`config.mk`:
```
export PLATFORM = sky130hd
export DESIGN_NAME = ram_port_arbiter
export DESIGN_NICKNAME = d
export VERILOG_FILES = /design/src/rtl/cnn_mem_pkg.sv /design/src/rtl/rr_picker.sv /design/src/rtl/ram_port_arbiter.sv
export SDC_FILE = /design/constraint.sdc
export NUM_CORES = 1
export LEC_CHECK = 0
export BUFFER_PORTS_ARGS = -buffer_cell sky130_fd_sc_hd__buf_4
export CAP_MARGIN = 0
export CORE_ASPECT_RATIO = 1.75
export CORE_MARGIN = 2
export CORE_UTILIZATION = 25
export CTS_CLUSTER_SIZE = 28
export DETAILED_ROUTE_END_ITERATION = 7
export PLACE_DENSITY = 0.61
export SKIP_CTS_REPAIR_TIMING = 1
export SLEW_MARGIN = 20
export SYNTH_ARGS = -nofsm -noshare
export SYNTH_HDL_FRONTEND = slang
export SYNTH_SLANG_ARGS = --single-unit
```
`constraint.sdc`:
```
create_clock -name clk -period 3.3 [get_ports clk]
set_input_delay 0.66 -clock clk [delete_from_list [all_inputs] [get_ports clk]]
set_output_delay 0.66 -clock clk [all_outputs]
set_load 0.02 [all_outputs]
```
`src/rtl/cnn_mem_pkg.sv`:
```
// Shared types, default widths and index helpers for the CNN memory subsystem.
// Imported by the RAM port arbiter and its round-robin picker.
package cnn_mem_pkg;

    localparam int CNN_ADDR_W = 16;
    localparam int CNN_DATA_W = 16;

    typedef enum logic [1:0] {
        IDLE,
        ACCESS,
        RELEASE
    } arb_state_t;

    typedef logic signed [CNN_DATA_W-1:0] word_t;

    // Wraps an index that can overshoot the requester count by less than n.
    function automatic int rr_wrap(input int idx, input int n);
        return (idx >= n) ? idx - n : idx;
    endfunction

endpackage

```
`src/rtl/rr_picker.sv`:
```
// Combinational round-robin picker: first set request at or after ptr_i, with
// wrap-around; any_req_o flags that at least one request is pending.
module rr_picker
    import cnn_mem_pkg::*;
#(
    parameter int N_REQ = 3,
    parameter int PTR_W = 2
) (
    input  logic [N_REQ-1:0] req_i,
    input  logic [PTR_W-1:0] ptr_i,
    output logic [PTR_W-1:0] winner_o,
    output logic             any_req_o
);

    // NOTE: every output of a combinational block gets a default first, so no
    // path through the block leaves it unassigned and no latch is inferred.
    always_comb begin
        winner_o  = '0;
        any_req_o = |req_i;
        // Scan from the farthest offset down so the nearest set bit wins last.
        for (int off = N_REQ - 1; off >= 0; off--) begin
            if (req_i[rr_wrap(int'(ptr_i) + off, N_REQ)]) begin
                winner_o = PTR_W'(rr_wrap(int'(ptr_i) + off, N_REQ));
            end
        end
    end

endmodule

```
`src/rtl/ram_port_arbiter.sv`:
```
// Round-robin arbiter sharing the single CNN RAM port between N_REQ requesters.
// Optional access watchdog with sticky err flag: define RAM_ARB_TIMEOUT_EN.
module ram_port_arbiter
    import cnn_mem_pkg::*;
#(
    parameter int N_REQ       = 3,
    parameter int ADDR_W      = CNN_ADDR_W,
    parameter int DATA_W      = CNN_DATA_W,
    parameter int TIMEOUT_CYC = 64
) (
    input  logic                     clk,
    input  logic                     reset,
    input  logic [N_REQ-1:0]         req,
    input  logic [N_REQ-1:0]         req_we,
    input  logic [N_REQ*ADDR_W-1:0]  req_addr,
    input  logic [N_REQ*DATA_W-1:0]  req_wdata,
    output logic [N_REQ-1:0]         gnt,
    output logic [N_REQ-1:0]         done,
    output logic [DATA_W-1:0]        rdata,
    output logic                     busy,
    output logic                     mem_en,
    output logic                     mem_we,
    output logic [ADDR_W-1:0]        mem_addr,
    output logic [DATA_W-1:0]        mem_wdata,
    input  logic [DATA_W-1:0]        mem_rdata,
    input  logic                     mem_done,
    output logic                     err
);

    localparam int PTR_W = (N_REQ > 1) ? $clog2(N_REQ) : 1;

    arb_state_t        state_q, state_d;
    logic [PTR_W-1:0]  ptr_q, ptr_d;
    logic [PTR_W-1:0]  owner_q, owner_d;
    logic [N_REQ-1:0]  gnt_q, gnt_d;
    logic [N_REQ-1:0]  done_q, done_d;
    logic              mem_en_q, mem_en_d;
    logic              mem_we_q, mem_we_d;
    logic [ADDR_W-1:0] mem_addr_q, mem_addr_d;
    logic [DATA_W-1:0] mem_wdata_q, mem_wdata_d;
    logic [DATA_W-1:0] rdata_q, rdata_d;

    logic [PTR_W-1:0]  pick;
    logic              any_req;
    logic              timeout;

    rr_picker #(
        .N_REQ (N_REQ),
        .PTR_W (PTR_W)
    ) u_picker (
        .req_i     (req),
        .ptr_i     (ptr_q),
        .winner_o  (pick),
        .any_req_o (any_req)
    );

    always_comb begin
        state_d     = state_q;
        ptr_d       = ptr_q;
        owner_d     = owner_q;
        gnt_d       = gnt_q;
        done_d      = '0;
        mem_en_d    = mem_en_q;
        mem_we_d    = mem_we_q;
        mem_addr_d  = mem_addr_q;
        mem_wdata_d = mem_wdata_q;
        rdata_d     = rdata_q;

        unique case (state_q)
            IDLE: begin
                if (any_req) begin
                    owner_d     = pick;
                    gnt_d       = '0;
                    gnt_d[pick] = 1'b1;
                    mem_en_d    = 1'b1;
                    mem_we_d    = req_we[pick];
                    mem_addr_d  = req_addr[int'(pick)*ADDR_W +: ADDR_W];
                    mem_wdata_d = req_wdata[int'(pick)*DATA_W +: DATA_W];
                    state_d     = ACCESS;
                end
            end
            ACCESS: begin
                // Operands stay frozen; only completion or the watchdog ends the access.
                if (mem_done || timeout) begin
                    mem_en_d        = 1'b0;
                    gnt_d           = '0;
                    done_d[owner_q] = 1'b1;
                    if (mem_done && !mem_we_q) begin
                        rdata_d = mem_rdata;
                    end
                    ptr_d   = PTR_W'(rr_wrap(int'(owner_q) + 1, N_REQ));
                    state_d = RELEASE;
                end
            end
            RELEASE: begin
                state_d = IDLE;
            end
            default: begin
                state_d = IDLE;
            end
        endcase
    end

    // NOTE: the reset here is synchronous and active-high, so it sits inside the
    // clocked branch rather than in the sensitivity list.
    always_ff @(posedge clk) begin
        if (reset) begin
            state_q     <= IDLE;
            ptr_q       <= '0;
            owner_q     <= '0;
            gnt_q       <= '0;
            done_q      <= '0;
            mem_en_q    <= 1'b0;
            mem_we_q    <= 1'b0;
            mem_addr_q  <= '0;
            mem_wdata_q <= '0;
            rdata_q     <= '0;
        end else begin
            // NOTE: state is updated with non-blocking assignments so every
            // register samples the pre-edge values computed by the comb block.
            state_q     <= state_d;
            ptr_q       <= ptr_d;
            owner_q     <= owner_d;
            gnt_q       <= gnt_d;
            done_q      <= done_d;
            mem_en_q    <= mem_en_d;
            mem_we_q    <= mem_we_d;
            mem_addr_q  <= mem_addr_d;
            mem_wdata_q <= mem_wdata_d;
            rdata_q     <= rdata_d;
        end
    end

`ifdef RAM_ARB_TIMEOUT_EN
    localparam int TMR_W = (TIMEOUT_CYC > 1) ? $clog2(TIMEOUT_CYC) : 1;

    logic [TMR_W-1:0] tmr_q, tmr_d;
    logic             err_q, err_d;

    // Fires in the TIMEOUT_CYC-th access cycle unless the RAM answers in it.
    assign timeout = (state_q == ACCESS) && !mem_done && (tmr_q == TMR_W'(TIMEOUT_CYC - 1));

    always_comb begin
        tmr_d = '0;
        err_d = err_q | timeout;
        if (state_q == ACCESS && !timeout) begin
            tmr_d = tmr_q + 1'b1;
        end
    end

    always_ff @(posedge clk) begin
        if (reset) begin
            tmr_q <= '0;
            err_q <= 1'b0;
        end else begin
            tmr_q <= tmr_d;
            err_q <= err_d;
        end
    end

    assign err = err_q;
`else
    // Without the watchdog an access waits on mem_done indefinitely.
    localparam int unused_timeout_cyc = TIMEOUT_CYC;

    assign timeout = 1'b0;
    assign err     = 1'b0;
`endif

    assign gnt       = gnt_q;
    assign done      = done_q;
    assign rdata     = rdata_q;
    assign busy      = (state_q != IDLE);
    assign mem_en    = mem_en_q;
    assign mem_we    = mem_we_q;
    assign mem_addr  = mem_addr_q;
    assign mem_wdata = mem_wdata_q;

endmodule

```
-- After elaboration in Yosys (flattened, before gate mapping)
Cells that the tools add are included.
- add/subtract/negate cells: 7
- div/mod/pow operators: 0
- shifts and indexed selects: 2
- reductions and logical operators: 14
- bitwise gates (word level): 2
- equal/unequal tests: 3
- $lt $le $gt $ge: 11
- multipliers: 0
- mux-type cells: 31
- operators by type and width (operator ; number):
    less-than comparator 32 x 4 -> 1 bit (second input constant) ; 3
    2-to-1 mux 32 bit ; 3
    variable part select 48 x 7 -> 16 bit ; 2
    greater-or-equal comparator 32 x 3 -> 1 bit (second input constant) ; 2
    subtractor 32 x 3 -> 32 bit (second input constant) ; 1
    2-to-1 mux 2 bit ; 6
    2-to-1 mux 1 bit ; 11
    binary-select mux 1 bit (select 2 bit) ; 4
    adder 2 x 1 -> 3 bit (second input constant) ; 2
    less-than comparator 2 x 3 -> 1 bit (second input constant) ; 2
    2-to-1 mux 3 bit ; 2
    case mux 3 bit (2 select lines) ; 1
    AND reduction 2 bit ; 3
    AND reduction 3 bit ; 2
    OR reduction 3 bit ; 2
    demux 1 bit (select 2 bit) ; 2
    greater-or-equal comparator 2 x 1 -> 1 bit (second input constant) ; 2
    != test 2 bit (second input constant) ; 2
    case mux 2 bit (2 select lines) ; 1
    nonzero test 2 bit ; 2
    subtractor 3 x 2 -> 4 bit (second input constant) ; 1
    adder 2 x 2 -> 3 bit (second input constant) ; 1
    greater-or-equal comparator 3 x 2 -> 1 bit (second input constant) ; 1
    logical AND 1 bit ; 3
    other kinds (8) ; 9
- bits in registers: 62
- input port bits: 121
- bits in latches: 0
- word-level logic and storage cells: 80
- bits in read-only memories: 0
- bits in writable memories: 0
- memories kept: 0
- output and inout port bits: 58

-- Longest topological paths before layout
- depth after elaboration: 15
- gate-level depth with buffers: 11
- mapped depth without buffers: 7

-- Cells and area by module
Synthesis repeated with hierarchy kept, for this count alone.
- cells, all modules: 337
- area total of the unflattened synthesis: 2996.6 um2
- by module, submodules not included (module ; instances ; seq. area each (um2) ; area an instance (um2) ; cells each):
    ram_port_arbiter ; 1 ; 1241.2 ; 2846.5 ; 317
    rr_picker ; 1 ; 0.0 ; 150.1 ; 20

-- Worst setup path after synthesis
OpenSTA, ideal clock, no wires.
- path type: flip-flop to flip-flop
- start: register ptr_q[0]
- end: register mem_addr_q[10], in the netlist mem_addr[10]
- period minus slack after synthesis: 1.995 ns
- stages on the path, launching flop included: 12
- buffers on the path: 4
- setup time: 0.074 ns
- data required time: 3.226 ns
- arrival: 1.921 ns
- slack: 1.305 ns
- cells stage by stage: dfxtp_1 > inv_1 > ha_1 > buf_2 > nand2b_1 > a21oi_1 > o211a_1 > buf_6 > or3_1 > buf_4 > buf_6 > o22ai_2
- cells in the longest elaborated chain, start to end: 10
- elaborated cells on any way between the ends: 24
- those cells by class: add/sub (5); order compare (3); shift (1); mux (15)
- ends and longest elaborated chain (element ; line ; source):
    start, declared ; ram_port_arbiter.sv:33 ; logic [PTR_W-1:0] ptr_q, ptr_d;
    start signal, assigned ; ram_port_arbiter.sv:122 ; ptr_q <= ptr_d;
    adder 2 x 2 -> 3 bit ; rr_picker.sv:22, rr_picker.sv:23 ;
    greater-or-equal comparator 32 x 3 -> 1 bit or subtractor 3 x 2 -> 4 bit (tied branches) ; cnn_mem_pkg.sv:18 ; return (idx >= n) ? idx - n : idx;
    2-to-1 mux 32 bit ; cnn_mem_pkg.sv:18 ;
    binary-select mux 1 bit (select 2 bit) ; rr_picker.sv:22 ; if (req_i[rr_wrap(int'(ptr_i) + off, N_REQ)]) begin
    2-to-1 mux 1 bit (implied by the code) (2 in a row) ; rr_picker.sv:22 ;
    2-to-1 mux 2 bit (2 in a row) ; rr_picker.sv:22 ;
    2-to-1 mux 2 bit * ; rr_picker.sv:22 ;
    variable part select 48 x 7 -> 16 bit * ; ram_port_arbiter.sv:77 ; mem_addr_d = req_addr[int'(pick)*ADDR_W +: ADDR_W];
    end signal, assigned ; ram_port_arbiter.sv:128 ; mem_addr_q <= mem_addr_d;
    end, declared ; ram_port_arbiter.sv:39 ; logic [ADDR_W-1:0] mem_addr_q, mem_addr_d;
Every way passes the cells marked *; elsewhere a longest branch is shown, timed or not. The select of a mux whose other input is x is not followed.
A chain may end at the register's enable or synchronous reset.

-- Final worst setup path
- start: register ptr_q[0]
- end: register mem_wdata_q[11], in the netlist mem_wdata[11]
- cells in the longest elaborated chain, start to end: 10
- elaborated cells on any way between the ends: 24
- those cells by class: add/sub (5); order compare (3); shift (1); mux (15)
- ends and longest elaborated chain (element ; line ; source):
    adder 2 x 2 -> 3 bit ; rr_picker.sv:22, rr_picker.sv:23 ;
    greater-or-equal comparator 32 x 3 -> 1 bit or subtractor 3 x 2 -> 4 bit (tied branches) ; cnn_mem_pkg.sv:18 ;
    2-to-1 mux 32 bit ; cnn_mem_pkg.sv:18 ;
    binary-select mux 1 bit (select 2 bit) ; rr_picker.sv:22 ;
    2-to-1 mux 1 bit (implied by the code) (2 in a row) ; rr_picker.sv:22 ;
    2-to-1 mux 2 bit (2 in a row) ; rr_picker.sv:22 ;
    2-to-1 mux 2 bit * ; rr_picker.sv:22 ;
    variable part select 48 x 7 -> 16 bit * ; ram_port_arbiter.sv:78 ; mem_wdata_d = req_wdata[int'(pick)*DATA_W +: DATA_W];
    end signal, assigned ; ram_port_arbiter.sv:129 ; mem_wdata_q <= mem_wdata_d;
    end, declared ; ram_port_arbiter.sv:40 ; logic [DATA_W-1:0] mem_wdata_q, mem_wdata_d;
Marks and branches as above.

==> impl_results.md <==
* DR WL/cell at 14.8 microns
* Setup TNS at 0 ps
* Mapped Avg Cell Area at around 9.3 sq um
* Main synth FF type: dfxtp_1
* Worst hold path endpoint: rdata[4]$_SDFFE_PP0P_
* Initial detailed-routing violation count at roughly 120
* Antenna viol nets, final at 0
* Syn nets at between 400 and 500
* Slew Viols, Final at 0
* GRT overflow at 0
* Gate power share at around a quarter
* Hold path cells at 2
* Placed cells at about 670
* R2R cell count at 8
* Initial core utilization at 25.7%
* Final Skew at roughly 3.1 ps
* Core area at between 10000 and 15000 sq um
* TritonRoute pass-1 iters at 4
* Initial antenna violation count at 0
* GRT Overall Usage at about 15%
* Worst-path clk slew at roughly 50 ps
* Switching power total at around 710 uW
* DIE HEIGHT at 154 microns
* Slew HR at 52.1%
* Worst reg2reg endpoint: mem_wdata[11]$_SDFFE_PP0P_
* Layout Area Growth over Synthesis at 55.1%
* Die W at 89.6 microns
* Clk pwr share at between 30% and 40%
* Sink Count at 62
* Internal at ~1.8 mW
* R2R setup slack at between 900 and 1000 ps
* Clock Tree Buf Depth at 2
* TritonCTS clock tree: done
* Type of destination of the critical path: register
* Utilization after layout at 39.8%
* Final HPWL from detailed placement at roughly 7600 microns
* Peak VDD IR at between 0.2 and 0.25 mV
* Flops & latches, synth at 62
* Via count at around 3200
* GPL Wtd Cong at 0.748
* Pwr Density at about 500 nW/um^2
* Layout cells sized above 1 at 45.9%
* Max Clk Rate at around 430 MHz
* Vias per std cell at 4.64
* Switching share of power at about 28%
* Hold Slack at roughly 450 ps
* N_diodes at 0
* Total die area at 13800 sq um
* Non-filler instance count after layout at just under 700
* Largest net degree at the start of global routing at roughly 40
* DRC viols at 0
* Routed wire length at 10100 microns
* Kind of start point of the critical path: register
* Post-synth EDFFs at 0
* P_leak at about 2.2 nW
* Number of global-route vias before repair at 3317
* Flop pwr share at 34.5%
* CP arrival at 2570 ps
* Std cell rows at 54
* Syn Inst Count at about 350
* Synthesis warning total at 0
* Status: finished clean
* H-tree depth at 3
* Critical path class: register to register
* Netlist cell types at 35
* Crit-path max FO at 21
* Setup violators final at 0
* Reg2reg start: ptr_q[0]$_SDFFE_PP0P_
* Min Tclk post-route at 2320 ps
* Final hold vios at 0
* Post-synth ARST share at 0%
* PortBufs at approximately 180
* Register area share after synthesis at around two fifths
* RSZ-0062 raised after global routing: no
* Max-cap viol count at 0
* CTS Root Buffer Type: clkbuf_16
* Req. time, crit path at 3550 ps
* Synth Cell Area at around 3200 sq um
* Ports at ~180
* First-pass GRT wire length at 15700 microns
* Crit share post-route at roughly 70%
* Post-layout nets at 635
* CTS Buf Count at 9
* Min-delay worst type: register to register
* Hold wc startpoint: rdata[4]$_SDFFE_PP0P_
* Worst slew pin tran at 717 ps
* Clk Latency, worst-skew pair at between 300 and 400 ps
## kinds of logic after synthesis
group	Yosys count	synth area share, %
compound gates	102	25.2
fa+ha+maj	6	2.34
buf+inv	40	6.75
flops	62	38.7
mux	35	10.9
other cells	1	0.117
simple gates	100	16.0
## cells in the mapped netlist (2+ instances only)
| library cell | n | area, sq um |
|---|---|---|
| o21ai_0 | 2 | 10.0 |
| o22ai_2 | 30 | 375 |
| nand2_1 | 38 | 143 |
| buf_2 | 4 | 20.0 |
| clkbuf_1 | 20 | 75.1 |
| a31oi_1 | 33 | 206 |
| o22ai_1 | 4 | 25.0 |
| buf_4 | 2 | 15.0 |
| or2_1 | 2 | 12.5 |
| buf_6 | 7 | 78.8 |
| mux2i_1 | 35 | 350 |
| dfxtp_1 | 62 | 1240 |
| nor2_1 | 9 | 33.8 |
| inv_1 | 6 | 22.5 |
| a22oi_1 | 2 | 15.0 |
| nand2b_1 | 3 | 18.8 |
| a21oi_1 | 26 | 130 |
| nand3b_1 | 2 | 15.0 |
| ha_1 | 6 | 75.1 |
| and2_1 | 36 | 225 |
| nand3_1 | 3 | 15.0 |
## power groups by stage
| stage | combinational [mW] | sequential [mW] | clock (mW) |
|---|---|---|---|
| 2_1_floorplan | 0.304 | 0.947 | 0 |
| 3_3_place_gp | 0.662 | 0.871 | 0 |
| 3_5_place_dp | 0.673 | 0.874 | 0 |
| 4_1_cts | 0.674 | 0.859 | 0.993 |
| 5_1_grt | 0.717 | 0.867 | 1.03 |
| 6_report | 0.663 | 0.859 | 0.967 |
## state kept, by name, summed over array words and instances (netlist names)
| name | cells |
|---|---|
| mem_addr | 16 |
| done | 3 |
| mem_wdata | 16 |
| mem_we | 1 |
| state_q | 2 |
| owner_q | 2 |
| rdata | 16 |
| mem_en | 1 |
| ptr_q | 2 |
| gnt | 3 |
## how the worst max path moves through the flow
stage,to,depth (start not counted),startpoint,slack (ps)
2_1_floorplan,mem_addr[10]$_SDFFE_PP0P_,11,ptr_q[0]$_SDFFE_PP0P_,1300
3_3_place_gp,mem_wdata[11]$_SDFFE_PP0P_,8,ptr_q[0]$_SDFFE_PP0P_,1040
3_5_place_dp,mem_wdata[11]$_SDFFE_PP0P_,8,ptr_q[0]$_SDFFE_PP0P_,980
4_1_cts,mem_wdata[11]$_SDFFE_PP0P_,8,ptr_q[0]$_SDFFE_PP0P_,950
5_1_grt,mem_addr[9]$_SDFFE_PP0P_,8,ptr_q[0]$_SDFFE_PP0P_,840
6_report,mem_wdata[11]$_SDFFE_PP0P_,8,ptr_q[0]$_SDFFE_PP0P_,980
## per-layer routing
layer	up-vias	wire length, microns	part of all wire [%]	GRT usage, %
met5	-	0	0	0
met4	0	180	1.8	5.12
met3	14	671	6.7	4.40
met2	129	5570	55	27.3
met1	1453	3670	36	15.0
li1	1557	-	-	-
## worst max-delay path, cell delays in order (launching register included)
cell and delay [ps]:
dfxtp_1 360, inv_1 80, ha_1 400, nand2b_1 110
a21oi_1 60, o211a_1 220, or3_2 640, buf_12 260
o22ai_1 100
## cell type report
class | instances | area [sq um]
Fill cell | 1265 | 7520
Multi-Input combinational cell | 244 | 1770
Inverter | 6 | 22.5
Clock buffer | 12 | 267
Tap cell | 168 | 210
Clock inverter | 3 | 42.5
Sequential cell | 62 | 1240
Timing Repair Buffer | 185 | 1430
## metrics by stage
| stage | cell area (sq um) | total power, mW | setup slack (ps) |
|---|---|---|---|
| final | 4980 | 2.49 | 985 |
| after global routing | 4980 | 2.62 | 844 |
| after CTS | 4980 | 2.53 | 954 |
| after detailed placement | 4670 | 1.55 | 978 |
| after global placement | 4670 | 1.53 | 1040 |
| after floorplan | 3210 | 1.25 | 1300 |
## placed cells by master (no fill, tap or decap), types with 2 or more instances in the layout
cell	instances
buf_4	182
nand3b_1	2
o21ai_0	2
or2_1	2
nand2_1	38
a22oi_1	2
clkbuf_16	9
o22ai_1	3
mux2i_1	35
buf_12	3
nand3_1	3
and2_1	36
dfxtp_1	62
a21oi_1	26
clkbuf_8	3
ha_1	6
a31oi_1	33
nor2_1	8
nand2b_1	3
o22ai_2	30
inv_1	6
Power figures use the tool's default switching activity.
